<file path="config.mk">
export PLATFORM = sky130hd
export DESIGN_NAME = instr_encoder_loader_flat
export DESIGN_NICKNAME = d
export VERILOG_FILES = /design/src/rtl/instr_encoder_loader_pkg.sv /design/src/rtl/instr_encoder_loader_if.sv /design/src/rtl/instr_encoder_loader_sync_fifo.sv /design/src/rtl/instr_encoder_loader.sv /design/src/flat_wrapper.sv
export SDC_FILE = /design/constraint.sdc
export NUM_CORES = 1
export LEC_CHECK = 0
export ABC_AREA = 1
export CORE_MARGIN = 4
export CORE_UTILIZATION = 49
export CTS_CLUSTER_SIZE = 30
export DETAILED_ROUTE_END_ITERATION = 8
export PLACE_DENSITY = 0.82
export SETUP_SLACK_MARGIN = 0.02
export SLEW_MARGIN = 20
export SYNTH_ARGS = -nofsm -noshare
export SYNTH_HDL_FRONTEND = slang
export SYNTH_SLANG_ARGS = --single-unit
</file>
<file path="constraint.sdc">
create_clock -name clk -period 2.7 [get_ports clk]
set_input_delay 0.27 -clock clk [delete_from_list [all_inputs] [get_ports clk]]
set_output_delay 0.27 -clock clk [all_outputs]
set_load 0.02 [all_outputs]
</file>
<file path="src/rtl/instr_encoder_loader_pkg.sv">
// Shared ISA definitions for the instruction encoder/loader: word field layout,
// opcode map, opcode legality, word packing and the loader FSM state type.
// No ports; imported by the encoder/loader RTL.
package instr_encoder_loader_pkg;

   // Instruction word layout: opcode[15:12], reg[11:8], imm[7:0]
   localparam int ISA_W   = 16;
   localparam int OPC_MSB = 15;
   localparam int OPC_LSB = 12;
   localparam int RD_MSB  = 11;
   localparam int RD_LSB  = 8;
   localparam int IMM_MSB = 7;
   localparam int IMM_LSB = 0;

   // Opcode map; 0xB and 0xE are unassigned and therefore illegal
   localparam logic [3:0] OP_MOVI    = 4'h0;
   localparam logic [3:0] OP_ADD     = 4'h1;
   localparam logic [3:0] OP_SUB     = 4'h2;
   localparam logic [3:0] OP_AND     = 4'h3;
   localparam logic [3:0] OP_OR      = 4'h4;
   localparam logic [3:0] OP_XOR     = 4'h5;
   localparam logic [3:0] OP_SHL     = 4'h6;
   localparam logic [3:0] OP_SHR     = 4'h7;
   localparam logic [3:0] OP_JMP     = 4'h8;
   localparam logic [3:0] OP_JZ      = 4'h9;
   localparam logic [3:0] OP_JNZ     = 4'hA;
   localparam logic [3:0] OP_STORE   = 4'hC;
   localparam logic [3:0] OP_LOAD    = 4'hD;
   localparam logic [3:0] OP_STORE_V = 4'hF;

   typedef enum logic [1:0] {
      ST_IDLE  = 2'd0,
      ST_LOAD  = 2'd1,
      ST_FLUSH = 2'd2,
      ST_DONE  = 2'd3
   } state_t;

   function automatic logic is_legal_opcode(input logic [3:0] op);
      logic legal;
      case (op)
         OP_MOVI, OP_ADD, OP_SUB, OP_AND, OP_OR, OP_XOR, OP_SHL, OP_SHR,
         OP_JMP, OP_JZ, OP_JNZ, OP_STORE, OP_LOAD, OP_STORE_V: legal = 1'b1;
         default:                                              legal = 1'b0;
      endcase
      return legal;
   endfunction

   function automatic logic [ISA_W-1:0] pack_word(input logic [3:0] op,
                                                  input logic [3:0] rd,
                                                  input logic [7:0] imm);
      logic [ISA_W-1:0] w;
      w                  = '0;
      w[OPC_MSB:OPC_LSB] = op;
      w[RD_MSB:RD_LSB]   = rd;
      w[IMM_MSB:IMM_LSB] = imm;
      return w;
   endfunction

endpackage

</file>
<file path="src/rtl/instr_encoder_loader_if.sv">
// Bus bundle for the encoder/loader: field-tuple input stream (valid/ready)
// and the instruction-memory write port (we/ready).
// slave = loader side, master = host/memory side.
interface instr_encoder_loader_if #(
   parameter int N  = 16,
   parameter int AW = 8
);
   // field tuple stream
   logic          in_valid;
   logic          in_ready;
   logic [3:0]    in_opcode;
   logic [3:0]    in_rd;
   logic [7:0]    in_imm;
   logic          in_last;
   // instruction memory write port
   logic          mem_we;
   logic [AW-1:0] mem_addr;
   logic [N-1:0]  mem_wdata;
   logic          mem_ready;

   modport slave (
      input  in_valid, in_opcode, in_rd, in_imm, in_last, mem_ready,
      output in_ready, mem_we, mem_addr, mem_wdata
   );

   modport master (
      output in_valid, in_opcode, in_rd, in_imm, in_last, mem_ready,
      input  in_ready, mem_we, mem_addr, mem_wdata
   );
endinterface

</file>
<file path="src/rtl/instr_encoder_loader_sync_fifo.sv">
// Small synchronous FIFO holding encoded words between encoder and memory port.
// Latency: a pushed word is visible on head_o the cycle after the push.
// Backpressure: push ignored when full, pop ignored when empty; caller gates on full_o/empty_o.
// Ports: clk, rst (async active-high), push_i/push_dat_i, pop_i, full_o, empty_o, head_o.
module instr_encoder_loader_sync_fifo #(
   parameter int W     = 16,
   parameter int DEPTH = 4
) (
   input  logic         clk,
   input  logic         rst,
   input  logic         push_i,
   input  logic [W-1:0] push_dat_i,
   input  logic         pop_i,
   output logic         full_o,
   output logic         empty_o,
   output logic [W-1:0] head_o
);
   localparam int PW = $clog2(DEPTH);

   // pointers carry one extra wrap bit to tell full from empty
   logic [PW:0]  wr_ptr_q;
   logic [PW:0]  rd_ptr_q;
   logic [W-1:0] mem_q [DEPTH];
   logic         do_push;
   logic         do_pop;

   assign empty_o = (wr_ptr_q == rd_ptr_q);
   assign full_o  = (wr_ptr_q[PW] != rd_ptr_q[PW]) &&
                    (wr_ptr_q[PW-1:0] == rd_ptr_q[PW-1:0]);
   assign head_o  = mem_q[rd_ptr_q[PW-1:0]];
   assign do_push = push_i && !full_o;
   assign do_pop  = pop_i && !empty_o;

   always_ff @(posedge clk or posedge rst) begin
      if (rst) begin
         wr_ptr_q <= '0;
         rd_ptr_q <= '0;
      end else begin
         if (do_push) wr_ptr_q <= wr_ptr_q + 1'b1;
         if (do_pop)  rd_ptr_q <= rd_ptr_q + 1'b1;
      end
   end

   // storage needs no reset: it is only read through head_o when non-empty
   always_ff @(posedge clk) begin
      if (do_push) mem_q[wr_ptr_q[PW-1:0]] <= push_dat_i;
   end

endmodule

</file>
<file path="src/rtl/instr_encoder_loader.sv">
// Encodes (opcode, reg, imm) tuples into 16-bit words, drops illegal opcodes,
// and writes the words sequentially into instruction memory from base_addr.
// Latency: word accepted in cycle t is on mem_wdata at t+1 at the earliest.
// Backpressure: in_ready low outside LOAD or when the FIFO is full; mem_we holds addr/data until mem_ready.
// Ports: clk, rst (async active-high); bus (slave: tuple stream + memory write port);
//        start/base_addr session control; busy, done, words_written, illegal_err, overflow_err status.
module instr_encoder_loader
   import instr_encoder_loader_pkg::*;
#(
   parameter int N     = 16,
   parameter int AW    = 8,
   parameter int DEPTH = 4
) (
   input  logic                  clk,
   input  logic                  rst,
   instr_encoder_loader_if.slave bus,
   input  logic                  start,
   input  logic [AW-1:0]         base_addr,
   output logic                  busy,
   output logic                  done,
   output logic [AW:0]           words_written,
   output logic                  illegal_err,
   output logic                  overflow_err
);
   localparam logic [AW:0] WW_MAX = {1'b1, {AW{1'b0}}};

   state_t        state_q;
   logic [AW-1:0] wptr_q;
   logic [AW:0]   ww_q;
   logic          ill_q;
   logic          ovf_q;
   logic          last_seen_q;
   logic          addr_full_q;
   logic          busy_q;
   logic          done_q;

   logic          fifo_full;
   logic          fifo_empty;
   logic [N-1:0]  fifo_head;
   logic          active;
   logic          in_ready_w;
   logic          hs;
   logic          legal;
   logic          push;
   logic          mem_we_w;
   logic          commit;
   logic          drop;
   logic          pop;

   assign active     = (state_q == ST_LOAD) || (state_q == ST_FLUSH);
   // in_ready depends only on registered state so a same-cycle pop never raises it
   assign in_ready_w = (state_q == ST_LOAD) && !fifo_full;
   assign hs         = bus.in_valid && in_ready_w;
   assign legal      = is_legal_opcode(bus.in_opcode);
   assign push       = hs && legal;

   assign mem_we_w   = !fifo_empty && active && !addr_full_q;
   assign commit     = mem_we_w && bus.mem_ready;
   // once the top address has been written, remaining words drain without a write
   assign drop       = !fifo_empty && active && addr_full_q;
   assign pop        = commit || drop;

   instr_encoder_loader_sync_fifo #(
      .W     (N),
      .DEPTH (DEPTH)
   ) u_fifo (
      .clk        (clk),
      .rst        (rst),
      .push_i     (push),
      .push_dat_i (pack_word(bus.in_opcode, bus.in_rd, bus.in_imm)),
      .pop_i      (pop),
      .full_o     (fifo_full),
      .empty_o    (fifo_empty),
      .head_o     (fifo_head)
   );

   assign bus.in_ready  = in_ready_w;
   assign bus.mem_we    = mem_we_w;
   assign bus.mem_addr  = wptr_q;
   assign bus.mem_wdata = fifo_empty ? '0 : fifo_head;

   assign busy          = busy_q;
   assign done          = done_q;
   assign words_written = ww_q;
   assign illegal_err   = ill_q;
   assign overflow_err  = ovf_q;

   always_ff @(posedge clk or posedge rst) begin
      if (rst) begin
         state_q     <= ST_IDLE;
         wptr_q      <= '0;
         ww_q        <= '0;
         ill_q       <= 1'b0;
         ovf_q       <= 1'b0;
         last_seen_q <= 1'b0;
         addr_full_q <= 1'b0;
         busy_q      <= 1'b0;
         done_q      <= 1'b0;
      end else begin
         case (state_q)
            ST_IDLE: begin
               if (start) begin
                  state_q     <= ST_LOAD;
                  wptr_q      <= base_addr;
                  ww_q        <= '0;
                  ill_q       <= 1'b0;
                  ovf_q       <= 1'b0;
                  last_seen_q <= 1'b0;
                  addr_full_q <= 1'b0;
                  busy_q      <= 1'b1;
               end
            end
            ST_LOAD: begin
               // last closes the session even when its own tuple is dropped as illegal
               if (hs && bus.in_last) begin
                  last_seen_q <= 1'b1;
                  state_q     <= ST_FLUSH;
               end
            end
            ST_FLUSH: begin
               if (fifo_empty && last_seen_q) begin
                  state_q <= ST_DONE;
                  busy_q  <= 1'b0;
                  done_q  <= 1'b1;
               end
            end
            ST_DONE: begin
               state_q <= ST_IDLE;
               done_q  <= 1'b0;
            end
            default: state_q <= ST_IDLE;
         endcase

         if (hs && !legal) ill_q <= 1'b1;

         if (commit) begin
            // pointer parks at the top address rather than wrapping
            if (wptr_q == {AW{1'b1}}) addr_full_q <= 1'b1;
            else                      wptr_q      <= wptr_q + 1'b1;
            if (ww_q != WW_MAX)       ww_q        <= ww_q + 1'b1;
         end

         if (drop) ovf_q <= 1'b1;
      end
   end

endmodule

</file>
<file path="src/flat_wrapper.sv">
// flat-port wrapper written by rule: the top's interface ports become plain ports
module instr_encoder_loader_flat import instr_encoder_loader_pkg::*;
#(
   parameter int N     = 16,
   parameter int AW    = 8,
   parameter int DEPTH = 4
)
  (clk, rst, start, base_addr, busy, done, words_written, illegal_err, overflow_err, bus_in_valid, bus_in_opcode, bus_in_rd, bus_in_imm, bus_in_last, bus_mem_ready, bus_in_ready, bus_mem_we, bus_mem_addr, bus_mem_wdata);
  instr_encoder_loader_if #(.N(N), .AW(AW)) bus_i ();
  input  logic clk;
  input  logic rst;
  input  logic start;
  input  logic [AW-1:0] base_addr;
  output logic busy;
  output logic done;
  output logic [AW:0] words_written;
  output logic illegal_err;
  output logic overflow_err;
  input wire logic [$bits(bus_i.in_valid)-1:0] bus_in_valid;
  input wire logic [$bits(bus_i.in_opcode)-1:0] bus_in_opcode;
  input wire logic [$bits(bus_i.in_rd)-1:0] bus_in_rd;
  input wire logic [$bits(bus_i.in_imm)-1:0] bus_in_imm;
  input wire logic [$bits(bus_i.in_last)-1:0] bus_in_last;
  input wire logic [$bits(bus_i.mem_ready)-1:0] bus_mem_ready;
  output wire logic [$bits(bus_i.in_ready)-1:0] bus_in_ready;
  output wire logic [$bits(bus_i.mem_we)-1:0] bus_mem_we;
  output wire logic [$bits(bus_i.mem_addr)-1:0] bus_mem_addr;
  output wire logic [$bits(bus_i.mem_wdata)-1:0] bus_mem_wdata;
  assign bus_i.in_valid = bus_in_valid;
  assign bus_i.in_opcode = bus_in_opcode;
  assign bus_i.in_rd = bus_in_rd;
  assign bus_i.in_imm = bus_in_imm;
  assign bus_i.in_last = bus_in_last;
  assign bus_i.mem_ready = bus_mem_ready;
  assign bus_in_ready = bus_i.in_ready;
  assign bus_mem_we = bus_i.mem_we;
  assign bus_mem_addr = bus_i.mem_addr;
  assign bus_mem_wdata = bus_i.mem_wdata;
  instr_encoder_loader #(.N(N), .AW(AW), .DEPTH(DEPTH)) u_core (.clk(clk), .rst(rst), .bus(bus_i), .start(start), .base_addr(base_addr), .busy(busy), .done(done), .words_written(words_written), .illegal_err(illegal_err), .overflow_err(overflow_err));
endmodule
</file>
== Yosys cells after proc, flatten, opt, wreduce, memory -nomap -nowiden ==
Memories as Yosys holds them, arrays and structs flattened.
Index checks and enable logic that the tools add are counted.

* Input port bits: 30
* Memories kept: 2
* RAM bits: 64
* Bits in registers: 31
* Latch bits: 0
* Memory bits (read-only): 16

* Muxes and demuxes: 30
* Add/sub/neg operators: 4
* Equal/unequal tests: 11
* Reduce and logical (&&, ||, !) cells: 33
* $lt $le $gt $ge: 0
* Bitwise gates (word level): 0
* $mul: 0
* Divide/modulo/power cells: 0
* Shift-type cells: 0

{| class="wikitable"
|+ Memories
! name !! words !! bits a word !! rd ports !! clocked after memory_dff !! write ports !! RTL line !! source
|-
| u_core.u_fifo.mem_q || 4 || 16 || 1 || 0 || 1 || instr_encoder_loader_sync_fifo.sv:23 || <nowiki>logic [W-1:0] mem_q [DEPTH];</nowiki>
|-
| (name not given) || 16 || 1 || 1 || 0 || 0 || instr_encoder_loader_pkg.sv:40 || <nowiki>case (op)</nowiki>
|}

{| class="wikitable"
|+ Operators with widths
! kind !! count
|-
| $mux W9 || 4
|-
| $mux W8 || 4
|-
| $mux W16 || 1
|-
| $mux W1 || 14
|-
| $reduce_bool A2 Y1 || 7
|-
| $logic_and A1 B1 Y1 || 13
|-
| $add A9 B1 Y9 const B || 1
|-
| $ne A9 B9 Y1 const B || 1
|-
| $reduce_and A3 Y1 || 3
|-
| $add A8 B1 Y8 const B || 1
|-
| $eq A8 B8 Y1 const B || 1
|-
| $pmux W2 S4 || 1
|-
| $add A3 B1 Y3 const B || 2
|-
| $mux W2 || 3
|-
| $ne A2 B2 Y1 const B || 3
|-
| $pmux W1 S2 || 3
|-
| $reduce_and A2 Y1 || 3
|-
| $eq A2 B2 Y1 const B || 2
|-
| $logic_not A1 Y1 || 4
|-
| $eq A3 B3 Y1 || 1
|-
| $eq A2 B1 Y1 const B || 1
|-
| $eq A2 B2 Y1 || 1
|-
| $logic_not A2 Y1 || 1
|-
| $logic_or A1 B1 Y1 || 2
|-
| $ne A1 B1 Y1 || 1
|}

== Depth between registers and ports, before layout ==
Gate-level depths: netlist (run 1).

* Depth in word-level cells: 9
* Mapped depth: 12
* Gate-level depth less buffers: 11

== Cells and area by module ==
A second synthesis (run 1) with hierarchy kept.

* Cells, all modules: 480
* Area total of the unflattened synthesis: 4594.4 µm²

{| class="wikitable"
|+ Modules (own cells, without submodules)
! module !! cells an instance !! instances !! seq. area each (µm²) !! area an instance (µm²)
|-
| instr_encoder_loader_sync_fifo || 217 || 1 || 2072.0 || 2839.0
|-
| instr_encoder_loader || 263 || 1 || 625.6 || 1755.4
|}

== Least setup slack after synthesis (run 1) ==
Ideal clock, no wire load.

* Path kind: reg2reg
* Start: reg u_core.u_fifo.rd_ptr_q[0]
* End: mem u_core.u_fifo.mem_q[0][0], enable pin
* Clock period less this slack: 2.287 ns
* Cell stages (with the launch flop): 9
* Required time: 2.311 ns
* Path slack: 0.413 ns
* Arrival time: 1.898 ns
* Cell sequence: dfrtp_1 -> buf_4 -> nand2_1 -> nand2_1 -> nand3_1 -> nand2_1 -> nor3_4 -> inv_1 -> nor2_1

* Cells in the longest elaborated chain, start to end: 9

{| class="wikitable"
|+ Ends and longest elaborated chain
! what !! RTL line !! source
|-
| from (decl) || instr_encoder_loader_sync_fifo.sv:22 || <nowiki>logic [PW:0] rd_ptr_q;</nowiki>
|-
| from (signal assigned) || instr_encoder_loader_sync_fifo.sv:40 || <nowiki>if (do_pop) rd_ptr_q <= rd_ptr_q + 1'b1;</nowiki>
|-
| $eq A2 B2 Y1 * || instr_encoder_loader_sync_fifo.sv:29 || <nowiki>(wr_ptr_q[PW-1:0] == rd_ptr_q[PW-1:0]);</nowiki>
|-
| $logic_and A1 B1 Y1 * || instr_encoder_loader_sync_fifo.sv:28 || <nowiki>assign full_o = (wr_ptr_q[PW] != rd_ptr_q[PW]) &&</nowiki>
|-
| $logic_not A1 Y1 * || instr_encoder_loader_sync_fifo.sv:31, instr_encoder_loader.sv:52 ||
|-
| $logic_and A1 B1 Y1 || instr_encoder_loader.sv:52 || <nowiki>assign in_ready_w = (state_q == ST_LOAD) && !fifo_full;</nowiki>
|-
| $logic_and A1 B1 Y1 || instr_encoder_loader.sv:53 || <nowiki>assign hs = bus.in_valid && in_ready_w;</nowiki>
|-
| $logic_and A1 B1 Y1 || instr_encoder_loader.sv:55 || <nowiki>assign push = hs && legal;</nowiki>
|-
| $logic_and A1 B1 Y1 * || instr_encoder_loader_sync_fifo.sv:31 || <nowiki>assign do_push = push_i && !full_o;</nowiki>
|-
| $mux W1 * || instr_encoder_loader_sync_fifo.sv:46 || <nowiki>if (do_push) mem_q[wr_ptr_q[PW-1:0]] <= push_dat_i;</nowiki>
|-
| $mux W1 (not written as such) * || instr_encoder_loader_sync_fifo.sv:46 ||
|-
| to (decl) || instr_encoder_loader_sync_fifo.sv:23 ||
|}

Every way passes the cells marked *; elsewhere a longest branch is shown, timed or not.

== Worst setup path in the final report (run 1) ==
* Start: reg u_core.u_fifo.wr_ptr_q[0]
* End: out bus_mem_we

* Cells in the longest elaborated chain, start to end: 4

{| class="wikitable"
|+ Ends and longest elaborated chain
! what !! RTL line !! source
|-
| from (decl) || instr_encoder_loader_sync_fifo.sv:21 || <nowiki>logic [PW:0] wr_ptr_q;</nowiki>
|-
| from (signal assigned) || instr_encoder_loader_sync_fifo.sv:39 || <nowiki>if (do_push) wr_ptr_q <= wr_ptr_q + 1'b1;</nowiki>
|-
| $eq A3 B3 Y1 || instr_encoder_loader_sync_fifo.sv:27 || <nowiki>assign empty_o = (wr_ptr_q == rd_ptr_q);</nowiki>
|-
| $logic_not A1 Y1 || instr_encoder_loader.sv:57 || <nowiki>assign mem_we_w = !fifo_empty && active && !addr_full_q;</nowiki>
|-
| $logic_and A1 B1 Y1 (2 in a row) || instr_encoder_loader.sv:57 ||
|-
| to (decl) || flat_wrapper.sv:26 || <nowiki>output wire logic [$bits(bus_i.mem_we)-1:0] bus_mem_we;</nowiki>
|}

Every way passes these cells.

==> out/summary.json, run 1 <==
{
  "clocking": {
    "hold_buffers": 0,
    "ctsLongestPathBuffers": 2,
    "cts.clk_slew.worst_paths_ns": 0.10,
    "htreeDepth": 3,
    "tritoncts.num_buffers": 9,
    "clk_root_buffer_cell": "sky130_fd_sc_hd__clkbuf_8",
    "cts_resized": 0,
    "cts_setup_buffers": 0,
    "numClockSinks": 95,
    "clock_latency_ns": 0.36,
    "cts_tree": "done"
  },
  "power": {
    "sequentialPowerShare_pct": 32.0,
    "netSwitchingPower_mw": 2.73,
    "pwr_density_cell_mw_per_mm2": 1130,
    "power.leakage_nw": 2.42,
    "p_int_mw": 3.67,
    "power.share.clock_pct": 16.5,
    "vdd_ir_drop_max_uv": 629,
    "switching_share_pct": 42.6,
    "combPwrFrac_pct": 51.5
  },
  "floorplanning": {
    "num_io_pins": 69,
    "core_area_mm2": 0.00920,
    "die_area_mm2": 0.0110,
    "floorplan.initialDensity_pct": 50.2,
    "dieHeight_um": 105,
    "die_width_um": 105,
    "rows": 35
  },
  "route": {
    "detailroute.wirelength.met2_um": 4970,
    "highest-signal-layer": "met4",
    "wl_per_cell_um": 14.7,
    "drtAntennaViolNets": 0,
    "first_pass_iters": 5,
    "postRouteWirelength_um": 9950,
    "num_vias": 3544,
    "via_per_inst": 5.23,
    "m1WireLength_um": 4320,
    "drt_iter0_markers": 219,
    "detailroute.wirelength.met3_um": 515,
    "route.detailed.drc": 0
  },
  "timing": {
    "drv_slew": 0,
    "grt_setup_unrepaired": "false",
    "worst_clock_skew_ns": 0.0105,
    "hold_viol": 0,
    "setup_violations": 0,
    "finalSetupTns_ns": 0,
    "final.min_clock_period_ns": 2.48,
    "fin_ws_ns": 0.217,
    "worst_pin_slew_ns": 0.774,
    "maxSlewHeadroom_pct": 47.9,
    "timing.fmax_mhz": 403,
    "fin_crit_sh_pct": 92.0
  },
  "setup_path": {
    "worst_r2r_path_depth": 9,
    "cp.required_ns": 2.43,
    "cp_slowest_cell": "sky130_fd_sc_hd__clkdlybuf4s50_1",
    "critical_path_arrival_ns": 2.21,
    "cpMostUsedCell": "sky130_fd_sc_hd__nand2_1",
    "end_kind": "primary output",
    "worst-path-buf-inv": 2,
    "worstSetupPathDepth": 7,
    "worst-setup-path-type": "reg -> out",
    "cp-start-kind": "register",
    "worst_path_maximum_fanout": 17,
    "crit_path_max_incr_delay_ns": 0.63,
    "cp_cell_sequence": "inv_1 > nand2_1 > nand2_1 > nand3_4 > nand2_4 > nor2_4 > clkdlybuf4s50_1",
    "critical_path.top_delay_family": "buffers and inverters"
  },
  "yosys": {
    "synth-seq-area-share_pct": 58.4,
    "post_synth_main_area_contributors": "sky130_fd_sc_hd__edfxtp_1 (42%), sky130_fd_sc_hd__dfrtp_1 (17%), sky130_fd_sc_hd__nand2_1 (10%), sky130_fd_sc_hd__o21ai_0 (5.2%), sky130_fd_sc_hd__inv_1 (4.3%)",
    "synth_area_leader_cell": "sky130_fd_sc_hd__edfxtp_1",
    "synth_warnings": 0,
    "synth_commonest_cells": "sky130_fd_sc_hd__nand2_1 (125), sky130_fd_sc_hd__edfxtp_1 (64), sky130_fd_sc_hd__inv_1 (53)",
    "synthesis.area_mm2": 0.00462,
    "yosysTopAreaCellShare_pct": 41.6,
    "synth_top_flop_cell": "sky130_fd_sc_hd__edfxtp_1",
    "ys_async_sr_fraction_pct": 32.6,
    "syn-instance-count": 486,
    "yosys.cell_count.top_type": "sky130_fd_sc_hd__nand2_1",
    "postSynthNetCount": 529,
    "post_synth_num_cell_types": 35,
    "mean_syn_cell_area_um2": 9.50,
    "synth-seq-cells": 95,
    "synth_edf_count": 64
  },
  "run": {
    "drv.max_cap_violation_count": 0
  },
  "global_routing": {
    "globalRouteOverflowTotal": 0,
    "grt_first_pass_wirelength_um": 16600,
    "grt.total_usage_pct": 18.7,
    "antenna_found_initial": 0,
    "largest_net_degree_at_the_start_of_global_routing": 34,
    "vias_in_the_first_global_route": 3446
  },
  "placement": {
    "io_buffers": 68,
    "place_hpwl_um": 6940,
    "placer_s_final_routability_congestion_estimate": 0.870,
    "place_ws_ns": 0.409
  },
  "outcome": {
    "outcome": "completed"
  },
  "worst_hold_path": {
    "hold_class": "in -> async"
  },
  "cells_and_area": {
    "post_route_cells_drive_above_1_share_pct": 7.41,
    "antennaDiodeCount": 0,
    "final.fill_count": 756,
    "design.final.nets": 605,
    "layout-area-overhead-vs-synth_pct": 22.9,
    "fin_util_pct": 61.7
  }
}
[stage by stage]
| step | total power, mW | hold slack (ns) | area (µm²) | std cells |
|---|---|---|---|---|
| floorplan | 4.19 | 0.369 | 4620 | 486 |
| global placement | 5.27 | 0.456 | 5450 | 662 |
| detailed placement | 5.37 | 0.482 | 5450 | 662 |
| CTS | 6.44 | 0.286 | 5670 | 678 |
| global route | 6.89 | 0.318 | 5670 | 678 |
| finish | 6.40 | 0.289 | 5670 | 678 |
[flip-flops by register name, summed over array words and instances (netlist names), 2 cells and up]
| signal | flops |
|---|---|
| u_core.bus.mem_addr | 8 |
| u_core.state_q | 2 |
| u_core.u_fifo.mem_q | 64 |
| u_core.u_fifo.rd_ptr_q | 3 |
| u_core.u_fifo.wr_ptr_q | 3 |
| u_core.words_written | 9 |
[final cells by class]
type / count / area [µm²] / area share (%)
Clock inverter: 7 / 103 / 1.81
Sequential cell: 95 / 2700 / 47.6
Multi-Input combinational cell: 320 / 1630 / 28.7
Tap cell: 111 / 139 / 2.45
Inverter: 57 / 215 / 3.79
Clock buffer: 9 / 124 / 2.18
Timing Repair Buffer: 79 / 763 / 13.5
[cell families (layout without fill, tap and decap cells)]
family	count (synthesis)	in the layout	synth area share [%]
AND/OR/NAND/NOR	215	215	19.9
flip-flops	95	95	58.4
AO/OA/AOI/OAI	79	79	9.46
buffers and inverters	71	152	6.23
adder cells (fa/ha/maj)	13	13	3.52
XOR/XNOR	13	13	2.47
[worst min-delay path, delay by kind of cell]
kind                   cells  cell delay (ns)
buffers and inverters      3             0.82
[power groups by stage]
stage | clock (mW) | combinational (mW) | sequential (mW)
final | 1.05 | 3.30 | 2.05
after global routing | 1.15 | 3.66 | 2.08
after CTS | 1.08 | 3.32 | 2.04
after detailed placement | 0 | 3.30 | 2.07
after global placement | 0 | 3.21 | 2.06
after floorplan | 0 | 2.03 | 2.16
[metal layers]
layer	GRT usage, %	vias to the layer above
met2	32.1	98
met3	4.01	16
met1	24.0	1665
li1	-	1765
met4	5.06	0
met5	0	-
[cells in the final DEF (no fill, tap or decap), types with 2 or more instances in the layout]
cell type	n
sky130_fd_sc_hd__nand2_1	125
sky130_fd_sc_hd__clkdlybuf4s50_1	68
sky130_fd_sc_hd__edfxtp_1	64
sky130_fd_sc_hd__inv_1	53
sky130_fd_sc_hd__nor2_1	51
sky130_fd_sc_hd__o21ai_0	48
sky130_fd_sc_hd__dfrtp_1	31
sky130_fd_sc_hd__nand3_1	18
sky130_fd_sc_hd__o22ai_1	16
sky130_fd_sc_hd__ha_1	13
sky130_fd_sc_hd__buf_4	11
sky130_fd_sc_hd__xor2_1	9
sky130_fd_sc_hd__clkbuf_8	9
sky130_fd_sc_hd__nand4_1	8
sky130_fd_sc_hd__a21oi_1	4
sky130_fd_sc_hd__xnor2_1	4
sky130_fd_sc_hd__o21ai_1	4
sky130_fd_sc_hd__nand2_2	3
sky130_fd_sc_hd__o21a_1	3
sky130_fd_sc_hd__inv_2	2
sky130_fd_sc_hd__nand2_4	2
sky130_fd_sc_hd__or2_2	2
sky130_fd_sc_hd__clkinv_2	2
sky130_fd_sc_hd__a22o_1	2
sky130_fd_sc_hd__bufinv_16	2
sky130_fd_sc_hd__inv_6	2
[final timing paths]
| check | startpoint | endpoint | slack, ns |
|---|---|---|---|
| max in group asynchronous | rst | u_core.illegal_err | 2.10 |
| min in group clk | u_core.last_seen_q | u_core.last_seen_q | 0.50 |
| max | u_core.u_fifo.wr_ptr_q[0] | bus_mem_we | 0.22 |
| min | rst | u_core.words_written[6] | 0.29 |
| max reg2reg | u_core.u_fifo.wr_ptr_q[0] | u_core.u_fifo.mem_q[2][2] | 0.53 |
| min reg2reg | u_core.last_seen_q | u_core.last_seen_q | 0.50 |
Power figures use the tool's default switching activity.
==> inputs of run 2 (changes only) <==
CORE_UTILIZATION = 46   (was 49)
CTS_CLUSTER_DIAMETER = 40   (was unset)
PLACE_DENSITY = 0.79   (was 0.82)
clock period = 3 ns   (was 2.7 ns; I/O delays follow)
==> run 2 against run 1 <==
Effect of this change:
- sequential share of layout area fell by 0.14 points
- flip-flop and latch count is the same
- routed wire length up 1.6%
- worst setup slack better by 0.12 ns
- critical endpoint is now bus_mem_wdata[9]
- combinational power fell by 11%
- register-to-register slack improved by 0.18 ns
- critical path type unchanged
- count of clock-buffer cells in the layout unchanged
==> out/summary.json, run 2 (synthesis gave the netlist of run 1 again) <==
{
  "power": {
    "power.leakage": {"value": 2.42, "unit": "nW", "change": "about the same"},
    "total_power": {"value": 5.69, "unit": "mW", "change": "-11%"},
    "vdd_ir_drop_max": {"value": 526, "unit": "µV", "change": "-16%"},
    "pwr_density_cell": {"value": 1000, "unit": "mW/mm²", "change": "-11%"}
  },
  "run": {
    "drv.max_cap_violation_count": {"value": 0, "change": "unchanged"}
  },
  "setup_path": {
    "cp_slowest_cell": "sky130_fd_sc_hd__clkdlybuf4s50_1",
    "cp_cell_sequence": "inv_2 > buf_4 > o21ai_0 > o22ai_1 > nand2_1 > inv_1 > clkdlybuf4s50_1",
    "worst_path_maximum_fanout": {"value": 19, "change": "+2"},
    "critical_path_arrival": {"value": 2.36, "unit": "ns", "change": "+0.15 ns"},
    "critical_path.top_delay_family": "buffers and inverters",
    "worst-path-buf-inv": {"value": 4, "change": "+2"},
    "cp-start-kind": "register",
    "crit_path_max_incr_delay": {"value": 0.60, "unit": "ns", "change": "-0.03 ns"},
    "end_kind": "primary output",
    "capture_point_of_the_worst_reg_to_reg_path": "u_core.bus.mem_addr[2]",
    "cp.required": {"value": 2.70, "unit": "ns", "change": "+0.27 ns"},
    "worst_r2r_path_depth": {"value": 9, "change": "unchanged"},
    "r2r_setup_slack": {"value": 0.71, "unit": "ns", "change": "+0.18 ns"},
    "regToRegStartpoint": "u_core.state_q[0]",
    "worst-setup-path-type": "reg -> out"
  },
  "timing": {
    "setup_violations": {"value": 0, "change": "unchanged"},
    "worst_pin_slew": {"value": 0.681, "unit": "ns", "change": "-0.0928 ns"},
    "hold_viol": {"value": 0, "change": "unchanged"},
    "grt_setup_unrepaired": "false",
    "final.min_clock_period_ns": 2.66,
    "drv_slew": {"value": 0, "change": "unchanged"},
    "worst_clock_skew": {"value": 0.0119, "unit": "ns", "change": "+0.00131 ns"},
    "timing.fmax_mhz": 375,
    "fin_crit_sh_pct": 88.8,
    "maxSlewHeadroom": {"value": 54.2, "unit": "%", "change": "+6.2 points"},
    "finalSetupTns": {"value": 0, "unit": "ns", "change": "unchanged"}
  },
  "global_routing": {
    "grt.total_usage": {"value": 18.3, "unit": "%", "change": "-0.36 points"},
    "antenna_found_initial": {"value": 0, "change": "unchanged"},
    "largest_net_degree_at_the_start_of_global_routing": {"value": 32, "change": "-5.9%"},
    "globalRouteOverflowTotal": {"value": 0, "change": "unchanged"},
    "vias_in_the_first_global_route": {"value": 3463, "change": "+0.49%"},
    "grt_first_pass_wirelength": {"value": 16700, "unit": "µm", "change": "+0.50%"}
  },
  "route": {
    "route.detailed.drc": {"value": 0, "change": "unchanged"},
    "postRouteWirelength": {"value": 10100, "unit": "µm", "change": "+1.6%"},
    "num_vias": {"value": 3539, "change": "-0.14%"},
    "drtAntennaViolNets": {"value": 0, "change": "unchanged"},
    "wl_per_cell": {"value": 14.4, "unit": "µm", "change": "-1.7%"},
    "drt_iter0_markers": {"value": 258, "change": "+18%"},
    "first_pass_iters": {"value": 5, "change": "unchanged"},
    "via_per_inst": {"value": 5.05, "change": "-3.4%"}
  },
  "clocking": {
    "cts.clk_slew.worst_paths": {"value": 0.10, "unit": "ns", "change": "about the same"},
    "tritoncts.num_buffers": {"value": 9, "change": "unchanged"},
    "htreeDepth": {"value": 3, "change": "unchanged"},
    "ctsLongestPathBuffers": {"value": 2, "change": "unchanged"},
    "cts_resized": {"value": 0, "change": "unchanged"},
    "numClockSinks": {"value": 95, "change": "unchanged"},
    "hold_buffers": {"value": 0, "change": "unchanged"},
    "cts_tree": "done",
    "clock_latency": {"value": 0.36, "unit": "ns", "change": "about the same"},
    "cts_setup_buffers": {"value": 0, "change": "unchanged"},
    "clk_root_buffer_cell": "sky130_fd_sc_hd__clkbuf_8"
  },
  "worst_hold_path": {
    "hold_class": "in -> async"
  },
  "floorplanning": {
    "rows": {"value": 36, "change": "+2.9%"},
    "num_io_pins": {"value": 69, "change": "unchanged"},
    "die_area": {"value": 0.0117, "unit": "mm²", "change": "+6.0%"},
    "dieHeight": {"value": 108, "unit": "µm", "change": "+3.0%"},
    "die_width": {"value": 108, "unit": "µm", "change": "+3.0%"},
    "core_area": {"value": 0.00977, "unit": "mm²", "change": "+6.3%"},
    "floorplan.initialDensity": {"value": 47.2, "unit": "%", "change": "-3.0 points"}
  },
  "cells_and_area": {
    "final.fill_count": {"value": 840, "change": "+11%"},
    "final_common_cell": "sky130_fd_sc_hd__nand2_1",
    "largest_register_ffs": {"value": 64, "change": "unchanged"},
    "layout-area-overhead-vs-synth_pct": 23.2,
    "fin_util": {"value": 58.2, "unit": "%", "change": "-3.5 points"},
    "post_route_cells_drive_above_1_share": {"value": 7.57, "unit": "%", "change": "+0.16 points"},
    "antennaDiodeCount": {"value": 0, "change": "unchanged"},
    "multi_input_area": {"value": 0.00163, "unit": "mm²", "change": "unchanged"},
    "register_area": {"value": 0.00270, "unit": "mm²", "change": "unchanged"},
    "instances_no_fill": {"value": 701, "change": "+3.4%"},
    "final_cell_mix": "sky130_fd_sc_hd__nand2_1 (125), sky130_fd_sc_hd__clkdlybuf4s50_1 (68), sky130_fd_sc_hd__edfxtp_1 (64), sky130_fd_sc_hd__inv_1 (53), sky130_fd_sc_hd__nor2_1 (51)",
    "design.final.nets": {"value": 606, "change": "+0.17%"}
  },
  "outcome": {
    "outcome": "completed"
  },
  "placement": {
    "io_buffers": {"value": 68, "change": "unchanged"},
    "placer_s_final_routability_congestion_estimate": {"value": 0.880, "change": "+1.2%"},
    "place_hpwl": {"value": 7140, "unit": "µm", "change": "+3.0%"},
    "dp.cells": {"value": 685, "change": "+3.5%"}
  }
}
==> run 2: worst register-to-register path, stage by stage, from the launching register on <==
cell	delay [ns]
sky130_fd_sc_hd__dfrtp_1	0.42
sky130_fd_sc_hd__inv_1	0.10
sky130_fd_sc_hd__ha_1	0.28
sky130_fd_sc_hd__nand2_2	0.32
sky130_fd_sc_hd__clkinv_1	0.34
sky130_fd_sc_hd__or2_2	0.35
sky130_fd_sc_hd__o21ai_0	0.11
sky130_fd_sc_hd__o21ai_0	0.15
sky130_fd_sc_hd__nand2_1	0.07
sky130_fd_sc_hd__nand2_1	0.05
==> run 2: how the worst max path moves through the flow <==
stage	from	endpoint	slack (ns)	cells after the start
finish	u_core.u_fifo.rd_ptr_q[0]	bus_mem_wdata[9]	0.34	7
global route	u_core.u_fifo.rd_ptr_q[0]	bus_mem_wdata[9]	0.15	7
CTS	u_core.u_fifo.rd_ptr_q[0]	bus_mem_wdata[9]	0.32	7
detailed placement	start	u_core.bus.mem_addr[2]	0.68	8
global placement	start	u_core.bus.mem_addr[2]	0.72	8
floorplan	u_core.u_fifo.rd_ptr_q[0]	u_core.u_fifo.mem_q[0][0]	0.71	8
==> run 2: routing by layer <==
layer / wire length [µm] / vias up / part of all wire (%) / track usage, %
met3: 376 / 8 / 3.7 / 3.04
met2: 5270 / 75 / 52 / 31.0
met5: 0 / - / 0 / 0
met4: 112 / 0 / 1.1 / 7.03
met1: 4350 / 1692 / 43 / 23.6
li1: - / 1764 / - / -
==> run 2: through the flow <==
step	worst slack [ns]	area (µm²)	hold slack [ns]
6_report	0.335	5690	0.325
5_1_grt	0.152	5690	0.358
4_1_cts	0.316	5690	0.331
3_5_place_dp	0.681	5480	0.475
3_3_place_gp	0.718	5480	0.464
2_1_floorplan	0.713	4620	0.399
==> run 2: area by class of cell <==
cell class / count / share of cell area (%)
clock buffer: 9 / 2.18
clock inverter: 7 / 1.47
sequential: 95 / 47.4
multi-input combinational: 320 / 28.7
timing repair buffer: 80 / 13.6
inverter: 57 / 3.78
tap: 133 / 2.93
==> run 2: power by group <==
part	total (mW)	switching [mW]	leakage [nW]	internal, mW
registers	1.86	0.218	0.975	1.64
clock network	0.880	0.476	0.108	0.405
logic	2.95	1.78	1.33	1.18
==> inputs of run 3 (changes only) <==
CAP_MARGIN = 0   (was unset)
CORE_MARGIN = 3   (was 4)
CORE_UTILIZATION = 30   (was 46)
PLACE_DENSITY = 0.58   (was 0.79)
==> run 3 against run 2 <==
Effect of this change:
- global-route usage is 5.1 points lower
- flip-flop and latch count stayed put
- total power is 4.4% higher
- cell count is 7.0% higher
- fmax is 1.3% higher
- clock power is 27% higher
- critical path depth stayed put
- core utilization is 19 points lower
- critical path type unchanged
- critical endpoint is now bus_mem_wdata[0]
==> out/summary.json, run 3 (synthesis gave the netlist of run 1 again) <==
{
  "placement": {
    "place_hpwl": {"value": 7550, "unit": "µm", "change": "+5.8%"},
    "io_buffers": {"value": 68, "change": "unchanged"},
    "placer_s_final_routability_congestion_estimate": {"value": 0.814, "change": "-7.6%"},
    "dpl_cell_area": {"value": 0.00553, "unit": "mm²", "change": "+0.89%"}
  },
  "route": {
    "num_vias": {"value": 3506, "change": "-0.93%"},
    "postRouteWirelength": {"value": 10800, "unit": "µm", "change": "+7.0%"},
    "drt_iter0_markers": {"value": 245, "change": "-5.0%"},
    "drtAntennaViolNets": {"value": 0, "change": "unchanged"},
    "route.detailed.drc": {"value": 0, "change": "unchanged"},
    "wl_per_cell": {"value": 14.4, "unit": "µm", "change": "about the same"},
    "first_pass_iters": {"value": 4, "change": "-1"},
    "via_per_inst": {"value": 4.67, "change": "-7.4%"}
  },
  "power": {
    "netSwitchingPower": {"value": 2.54, "unit": "mW", "change": "+2.9%"},
    "power.share.clock": {"value": 18.8, "unit": "%", "change": "+3.3 points"},
    "power.leakage": {"value": 2.44, "unit": "nW", "change": "+0.93%"},
    "switching_share": {"value": 42.8, "unit": "%", "change": "-0.65 points"},
    "total_power": {"value": 5.94, "unit": "mW", "change": "+4.4%"},
    "pwr_density_cell": {"value": 1020, "unit": "mW/mm²", "change": "+2.1%"},
    "vdd_ir_drop_max": {"value": 483, "unit": "µV", "change": "-8.3%"},
    "combPwrFrac": {"value": 50.1, "unit": "%", "change": "-1.8 points"},
    "sequentialPowerShare": {"value": 31.1, "unit": "%", "change": "-1.5 points"},
    "p_int": {"value": 3.40, "unit": "mW", "change": "+5.6%"}
  },
  "setup_path": {
    "cp_slowest_cell": "sky130_fd_sc_hd__clkdlybuf4s50_1",
    "end_kind": "primary output",
    "worst-setup-path-type": "reg -> out",
    "cp_cell_sequence": "inv_2 > buf_4 > o21ai_0 > o22ai_1 > nand2_1 > inv_1 > clkdlybuf4s50_1",
    "crit_path_max_incr_delay": {"value": 0.59, "unit": "ns", "change": "about the same"},
    "cp.required": {"value": 2.70, "unit": "ns", "change": "about the same"},
    "critical_path_arrival": {"value": 2.33, "unit": "ns", "change": "-0.03 ns"},
    "worst_path_maximum_fanout": {"value": 21, "change": "+2"},
    "cp-start-kind": "register",
    "critPathLaunch": "u_core.u_fifo.rd_ptr_q[0]",
    "regToRegStartpoint": "u_core.u_fifo.rd_ptr_q[1]"
  },
  "clocking": {
    "cts_resized": {"value": 0, "change": "unchanged"},
    "htreeDepth": {"value": 3, "change": "unchanged"},
    "clk_root_buffer_cell": "sky130_fd_sc_hd__clkbuf_16",
    "cts_tree": "done",
    "cts.clk_slew.worst_paths": {"value": 0.07, "unit": "ns", "change": "-0.03 ns"},
    "numClockSinks": {"value": 95, "change": "unchanged"},
    "tritoncts.num_buffers": {"value": 9, "change": "unchanged"},
    "ctsLongestPathBuffers": {"value": 2, "change": "unchanged"},
    "hold_buffers": {"value": 0, "change": "unchanged"},
    "cts_setup_buffers": {"value": 0, "change": "unchanged"},
    "clock_latency": {"value": 0.35, "unit": "ns", "change": "about the same"}
  },
  "cells_and_area": {
    "largest_register_ffs": {"value": 64, "change": "unchanged"},
    "design.final.nets": {"value": 604, "change": "-0.33%"},
    "fin_util": {"value": 39.3, "unit": "%", "change": "-19 points"},
    "post_route_cells_drive_above_1_share": {"value": 7.07, "unit": "%", "change": "-0.50 points"},
    "layout-area-overhead-vs-synth_pct": 26.0,
    "antennaDiodeCount": {"value": 0, "change": "unchanged"},
    "design_area_final": {"value": 0.00582, "unit": "mm²", "change": "+2.2%"},
    "final_common_cell": "sky130_fd_sc_hd__nand2_1",
    "final_cell_mix": "sky130_fd_sc_hd__nand2_1 (125), sky130_fd_sc_hd__clkdlybuf4s50_1 (68), sky130_fd_sc_hd__edfxtp_1 (64), sky130_fd_sc_hd__inv_1 (53), sky130_fd_sc_hd__nor2_1 (51)"
  },
  "global_routing": {
    "grt.total_usage": {"value": 13.2, "unit": "%", "change": "-5.1 points"},
    "largest_net_degree_at_the_start_of_global_routing": {"value": 34, "change": "+6.3%"},
    "grt_first_pass_wirelength": {"value": 17400, "unit": "µm", "change": "+4.4%"},
    "globalRouteOverflowTotal": {"value": 0, "change": "unchanged"},
    "antenna_found_initial": {"value": 0, "change": "unchanged"},
    "vias_in_the_first_global_route": {"value": 3458, "change": "-0.14%"}
  },
  "timing": {
    "finalSetupTns": {"value": 0, "unit": "ns", "change": "unchanged"},
    "timing.fmax": {"value": 380, "unit": "MHz", "change": "+1.3%"},
    "worst_clock_skew": {"value": 0.00940, "unit": "ns", "change": "-0.00246 ns"},
    "maxSlewHeadroom": {"value": 57.6, "unit": "%", "change": "+3.4 points"},
    "final.min_clock_period": {"value": 2.63, "unit": "ns", "change": "-0.0339 ns"},
    "worst_pin_slew": {"value": 0.630, "unit": "ns", "change": "-0.0510 ns"},
    "drv_slew": {"value": 0, "change": "unchanged"},
    "hold-worst-slack": {"value": 0.341, "unit": "ns", "change": "+0.0165 ns"},
    "hold_viol": {"value": 0, "change": "unchanged"},
    "grt_setup_unrepaired": "false",
    "setup_violations": {"value": 0, "change": "unchanged"},
    "fin_crit_sh": {"value": 87.7, "unit": "%", "change": "-1.1 points"}
  },
  "floorplanning": {
    "core_area": {"value": 0.0148, "unit": "mm²", "change": "+52%"},
    "floorplan.initialDensity": {"value": 31.2, "unit": "%", "change": "-16 points"},
    "rows": {"value": 44, "change": "+22%"},
    "dieHeight": {"value": 130, "unit": "µm", "change": "+20%"},
    "num_io_pins": {"value": 69, "change": "unchanged"},
    "die_area": {"value": 0.0169, "unit": "mm²", "change": "+45%"},
    "die_width": {"value": 130, "unit": "µm", "change": "+20%"}
  },
  "worst_hold_path": {
    "hold_class": "in -> async"
  },
  "run": {
    "drv.max_cap_violation_count": {"value": 0, "change": "unchanged"}
  },
  "outcome": {
    "outcome": "completed"
  }
}
-- run 3: changes by cell type in the layout (fill, tap and decap cells not counted), sizes merged --
cell	previous run	this run
buf	12	10
clkbuf	9	10
bufinv	1	0
-- run 3: final timing paths --
path                                             end  slack [ns]  depth (start not counted)
hold reg to reg                   u_core.last_seen_q        0.49                          2
hold / removal               u_core.words_written[3]        0.34                          3
setup / recovery                    bus_mem_wdata[0]        0.37                          7
setup reg to reg           u_core.u_fifo.mem_q[1][4]        0.70                          9
min in group clk                  u_core.last_seen_q        0.49                          2
max in group asynchronous  u_core.u_fifo.wr_ptr_q[1]        2.35                          3
-- run 3: critical path: cells and delay by family (launching register included) --
family | cells | cell delay, ns
buffers and inverters | 4 | 1.16
AND/OR/NAND/NOR | 1 | 0.09
AO/OA/AOI/OAI | 2 | 0.33
flip-flops | 1 | 0.41
-- run 3: cell type report --
| cell class | count | area, µm² |
|---|---|---|
| sequential | 95 | 2700 |
| clock inverter | 6 | 57.6 |
| tap | 184 | 230 |
| fill | 1455 | 8990 |
| inverter | 57 | 215 |
| timing repair buffer | 78 | 756 |
| multi-input combinational | 320 | 1630 |
| clock buffer | 10 | 229 |
-- run 3: power by group through the flow --
stage	Combinational, mW	Clock [mW]	Sequential (mW)
floorplan	1.83	0	1.94
global placement	2.96	0	1.87
detailed placement	2.99	0	1.87
CTS	3.01	1.15	1.85
global route	3.32	1.21	1.88
finish	2.98	1.12	1.85
-- run 3: metrics by stage --
step                      setup WS [ns]  instances
after floorplan                   0.713        486
after global placement            0.565        734
after detailed placement          0.518        734
after CTS                         0.367        750
after global routing              0.150        750
final                             0.369        750
-- run 3: routing by layer --
layer | vias to the layer above | global-route usage (%) | wire length [µm] | share of wire, %
li1 | 1768 | - | - | -
met3 | 8 | 3.60 | 611 | 5.7
met5 | - | 0 | 0 | 0
met4 | 0 | 3.91 | 97 | 0.90
met1 | 1638 | 16.7 | 4920 | 45
met2 | 92 | 22.3 | 5180 | 48
